--- src/rtl/kb_link_tx.sv ---
// rtl/kb_link_tx.sv - keypad-side link transmitter: key FIFO plus timed setup/strobe/hold/gap framing.
// Each buffered code is replayed on KB_OUT with a registered KB_SEND strobe for the alarm controller.
module kb_link_tx #(
  parameter int DEPTH      = 4,
  parameter int SETUP_CYC  = 1,
  parameter int STROBE_CYC = 2,
  parameter int HOLD_CYC   = 1,
  parameter int GAP_CYC    = 1
) (
  input  logic       CLK_IN,
  input  logic       RESET_IN,
  input  logic       KEY_VALID,
  input  logic [1:0] KEY_CODE,
  input  logic       CLR_OVF,
  output logic [1:0] KB_OUT,
  output logic       KB_SEND,
  output logic       FIFO_FULL,
  output logic       BUSY,
  output logic       OVERFLOW
);

  localparam int AW = $clog2(DEPTH);
  localparam int M1 = (SETUP_CYC > STROBE_CYC) ? SETUP_CYC : STROBE_CYC;
  localparam int M2 = (HOLD_CYC > GAP_CYC) ? HOLD_CYC : GAP_CYC;
  localparam int CNT_MAX = (M1 > M2) ? M1 : M2;
  localparam int CW = (CNT_MAX > 1) ? $clog2(CNT_MAX) : 1;

  typedef enum logic [2:0] {
    S_IDLE,
    S_SETUP,
    S_STROBE,
    S_HOLD,
    S_GAP
  } state_t;

  state_t          state_q, state_d;
  logic [CW-1:0]   cnt_q, cnt_d;
  logic [1:0]      kb_out_q, kb_out_d;
  logic            kb_send_q, kb_send_d;
  logic [1:0]      mem_q [DEPTH];
  logic [AW-1:0]   wr_ptr_q, rd_ptr_q;
  logic [AW:0]     count_q, count_d;
  logic            ovf_q, ovf_d;
  logic            fifo_empty, fifo_full;
  logic            pop, push;
  logic [1:0]      head;

  assign fifo_empty = (count_q == '0);
  assign fifo_full  = (count_q == (AW + 1)'(DEPTH));
  assign head       = mem_q[rd_ptr_q];

  // A full FIFO still accepts a key when the FSM pops in the same cycle.
  assign push    = KEY_VALID && (!fifo_full || pop);
  assign count_d = count_q + (AW + 1)'(push) - (AW + 1)'(pop);
  assign ovf_d   = (KEY_VALID && !push) ? 1'b1 : (CLR_OVF ? 1'b0 : ovf_q);

  always_ff @(posedge CLK_IN) begin
    if (push) begin
      mem_q[wr_ptr_q] <= KEY_CODE;
    end
  end

  always_ff @(posedge CLK_IN or negedge RESET_IN) begin
    if (!RESET_IN) begin
      wr_ptr_q <= '0;
      rd_ptr_q <= '0;
      count_q  <= '0;
      ovf_q    <= 1'b0;
    end else begin
      if (push) wr_ptr_q <= wr_ptr_q + AW'(1);
      if (pop)  rd_ptr_q <= rd_ptr_q + AW'(1);
      count_q <= count_d;
      ovf_q   <= ovf_d;
    end
  end

  always_ff @(posedge CLK_IN or negedge RESET_IN) begin
    if (!RESET_IN) begin
      state_q   <= S_IDLE;
      cnt_q     <= '0;
      kb_out_q  <= 2'b00;
      kb_send_q <= 1'b0;
    end else begin
      state_q   <= state_d;
      cnt_q     <= cnt_d;
      kb_out_q  <= kb_out_d;
      kb_send_q <= kb_send_d;
    end
  end

  // The down-counter is loaded with (length-1) on state entry; the state exits when it reads zero.
  always_comb begin
    state_d   = state_q;
    cnt_d     = cnt_q;
    kb_out_d  = kb_out_q;
    kb_send_d = kb_send_q;
    pop       = 1'b0;
    case (state_q)
      S_IDLE: begin
        if (!fifo_empty) begin
          pop      = 1'b1;
          kb_out_d = head;
          state_d  = S_SETUP;
          cnt_d    = CW'(SETUP_CYC - 1);
        end
      end
      S_SETUP: begin
        if (cnt_q == '0) begin
          state_d   = S_STROBE;
          kb_send_d = 1'b1;
          cnt_d     = CW'(STROBE_CYC - 1);
        end else begin
          cnt_d = cnt_q - CW'(1);
        end
      end
      S_STROBE: begin
        if (cnt_q == '0) begin
          state_d   = S_HOLD;
          kb_send_d = 1'b0;
          cnt_d     = CW'(HOLD_CYC - 1);
        end else begin
          cnt_d = cnt_q - CW'(1);
        end
      end
      S_HOLD: begin
        if (cnt_q == '0) begin
          state_d  = S_GAP;
          kb_out_d = 2'b00;
          cnt_d    = CW'(GAP_CYC - 1);
        end else begin
          cnt_d = cnt_q - CW'(1);
        end
      end
      S_GAP: begin
        if (cnt_q != '0) begin
          cnt_d = cnt_q - CW'(1);
        end else if (!fifo_empty) begin
          pop      = 1'b1;
          kb_out_d = head;
          state_d  = S_SETUP;
          cnt_d    = CW'(SETUP_CYC - 1);
        end else begin
          state_d = S_IDLE;
        end
      end
      default: begin
        state_d   = S_IDLE;
        kb_out_d  = 2'b00;
        kb_send_d = 1'b0;
      end
    endcase
  end

  assign KB_OUT    = kb_out_q;
  assign KB_SEND   = kb_send_q;
  assign FIFO_FULL = fifo_full;
  assign BUSY      = (state_q != S_IDLE) || !fifo_empty;
  assign OVERFLOW  = ovf_q;

endmodule

--- config.mk ---
export PLATFORM = sky130hd
export DESIGN_NAME = kb_link_tx
export DESIGN_NICKNAME = d
export VERILOG_FILES = /design/src/rtl/kb_link_tx.sv
export SDC_FILE = /design/constraint.sdc
export NUM_CORES = 1
export LEC_CHECK = 0
export BUFFER_PORTS_ARGS = -buffer_cell sky130_fd_sc_hd__buf_2
export CAP_MARGIN = 10
export CORE_UTILIZATION = 51
export CTS_BUF_LIST = sky130_fd_sc_hd__clkbuf_4 sky130_fd_sc_hd__clkbuf_8 sky130_fd_sc_hd__clkbuf_16
export CTS_CLUSTER_SIZE = 25
export DETAILED_ROUTE_END_ITERATION = 16
export GPL_TIMING_DRIVEN = 0
export PLACE_DENSITY = 0.7
export SYNTH_ARGS = -nofsm -noshare
export SYNTH_HDL_FRONTEND = slang
export SYNTH_SLANG_ARGS = --single-unit
--- constraint.sdc ---
create_clock -name CLK_IN -period 2 [get_ports CLK_IN]
set_input_delay 0.5 -clock CLK_IN [delete_from_list [all_inputs] [get_ports CLK_IN]]
set_output_delay 0.5 -clock CLK_IN [all_outputs]
set_load 0.01 [all_outputs]
==> out/summary.txt <==
status: complete, but fails checks
failing checks: negative setup slack
Worst R2R Setup Slack: -40 ps
Slew HR: 0.735
I/O Pins: 12
ant diodes: 0
Leak Pwr: 0.579 nW
Post-Route Skew: 4.44 ps
total track usage: 0.199
Max Clk Rate: 0.489 GHz
Syn Inst Count: 94
post-route ant nets: 0
crit path from: state_q[2]
highest-count cells in the layout ignoring fill and taps: dfrtp_1 (12), buf_2 (11), inv_1 (8), edfxtp_1 (8)
Slew Limit Fails: 0
die height: 49.5 um
Setup crit start kind: register
sw frac: 0.387
max-cap viol count: 0
final core utilization: 0.661
Root Buffer: clkbuf_4
fraction of layout cells with a size suffix above 1: 0.375
Crit Path Category: register to register
most common cell after layout, fill and taps aside: dfrtp_1
setup violators final: 1
Clock Power Share: 0.097
combinational power share: 0.506
reg2reg start: state_q[2]
CTS clock-pin slew for the worst setup and hold paths: 130 ps
Die Wd: 49.5 um
Worst Path Required: 2210 ps
CP endpoint: count_q[2]
pwr dens: 1640 nW/um^2
drt total wl: 2.03 mm
DRT iter0 DRCs: 22
Post-DP HPWL: 1.48 mm
CP Capture Type: register
clk buf depth: 2
share of total power in sequential cells: 0.397
CTS Sinks: 23
GPL Wtd Cong: 0.793
Initial Util: 0.563
clk_lat worst skew: 310 ps
num rows: 16
port bufs: 11
CTS H-tree lvls: 1
critical path arrival: 2260 ps
CP Max Fanout: 5
Post-CTS Hold Fix Bufs: 0
vias in the first global route: 788
drt wl/cell: 14.6 um
NetSw: 0.000857 W
RSZ-0062 raised after global routing: true
Worst VDD drop: 0.00106 V
Die Footprint: 2450 um^2
core box area: 2040 um^2
Tmin final: 2040 ps
CTS tree: done
via density per instance: 5.47
largest net degree at the start of global routing: 16
Internal: 0.00136 W
GRT Residual Overflow: 0
Vias: 760
final worst slack: -42.9 ps
Syn Area/Cell: 12.2 um^2
Worst Max-Slew Pin Slew: 394 ps
DRC: 0
first-pass GRT wire length: 3.53 mm
Seq cells post-synth: 23
Min Hold Slack: 72.8 ps
worst r2r dst: count_q[2]
Syn Nets: 106
antenna violations before repair: 0
sequential fraction of the synthesis area: 0.536
Worst R2R Path Depth: 9
period utilization: 1.02
drt pass-1 iters: 4
mapped cell area: 1150 um^2
synth unique cells: 34
YS warnings: 0
Hold Vio Cnt, Final: 0
nets@finish: 125
Hold WC Path Type: primary input to asynchronous set/reset pin
Num CTS Buffers: 3
Layout area overhead: 17.5%
[area by class of cell]
class	count	area, um^2
plain buffers	2	18.8
repair buffers	17	104
clock buffers	3	22.5
flip-flops and latches	23	619
inverters	9	33.8
clock inverters	1	5.00
multi-input cells	57	513
fillers	165	692
well taps	27	33.8
[sequential cells by signal, indices dropped and copies added (netlist names)]
name and count:
KB_SEND 1, count_q 3, mem_q 8, KB_OUT 2
state_q 3, rd_ptr_q 2, cnt_q 1, wr_ptr_q 2
OVERFLOW 1
[worst max-delay path, cell delays in order, from the launching register on]
cell      delay [ps]
dfrtp_1          410
buf_8            130
a211oi_4         300
nand2_2          120
o22ai_2          160
ha_2             200
inv_2             30
fa_2             340
xnor2_2          140
xnor2_1          120
[repair_timing]
action | 4_1_cts | 5_1_grt
pin swaps | 1 | 4
endpoints found under the setup margin | 2 | 3
setup buffers | 2 | 4
resized for setup | 7 | 3
[stage by stage]
step / TNS (ps) / total power [W] / cell area [um^2] / setup slack (ps) / instances
6_report: -42.9 / 0.00221 / 1350 / -42.9 / 139
3_3_place_gp: -430 / 0.00180 / 1260 / -250 / 132
4_1_cts: -57.2 / 0.00215 / 1320 / -57.2 / 135
3_5_place_dp: -660 / 0.00186 / 1260 / -367 / 132
2_1_floorplan: -123 / 0.00162 / 1170 / -94.3 / 94
5_1_grt: -285 / 0.00238 / 1350 / -136 / 139
[cell usage after synthesis, drive strengths merged]
cell type	instances	area, um^2
clkbuf	5	18.8
xnor2	6	52.6
mux2	1	15.0
o211ai	1	7.51
or3b	1	11.3
a211oi	3	27.5
o22ai	2	12.5
nor2	4	15.0
o31ai	2	15.0
mux4	2	45.0
and2	4	30.0
dfrtp	15	375
nor4	1	6.26
edfxtp	8	240
a21oi	1	5.00
fa	1	20.0
nand3	4	20.0
ha	5	62.6
inv	9	33.8
and3b	1	8.76
a22o	1	8.76
or3	2	13.8
o21ai	3	15.0
o21a	3	30.0
nor3b	1	7.51
a32o	1	10.0
nand2	2	7.51
nor3	2	10.0
o32ai	1	8.76
a211o	1	8.76
nor2b	1	6.26
[kinds of logic (layout without fill, tap and decap cells)]
kind of cell    Yosys count  in the layout  share of synthesized area
compound gates           19             19                      0.130
xor+xnor                  6              6                     0.0458
fa+ha+maj                 6              6                     0.0719
buf+inv                  14             32                     0.0458
flops                    23             23                      0.536
mux                       3              3                     0.0523
simple gates             23             23                      0.119
[how the worst min path moves through the flow]
stage	endpoint	cells past startpoint	start
after global routing	rd_ptr_q[1]	1	RESET_IN
after floorplan	KB_OUT[0]	0	RESET_IN
after CTS	KB_OUT[1]	1	RESET_IN
after detailed placement	KB_OUT[1]	1	RESET_IN
final	state_q[1]	1	RESET_IN
after global placement	rd_ptr_q[1]	1	RESET_IN
[layer usage]
metal	vias to the layer above	part of all wire	global-route usage
met1	373	0.45	0.249
met4	0	0.0059	0.0857
li1	373	-	-
met3	2	0.026	0.0370
met5	-	0	0
met2	12	0.52	0.336
[power by group through the flow]
stage,clock [W],combinational (W),sequential (W)
after detailed placement,0,0.00102,0.000844
after CTS,0.000221,0.00105,0.000880
after floorplan,0,0.000789,0.000827
final,0.000215,0.00112,0.000878
after global placement,0,0.000962,0.000834
after global routing,0.000237,0.00123,0.000914
No activity file was read; power rests on OpenSTA's default activity.
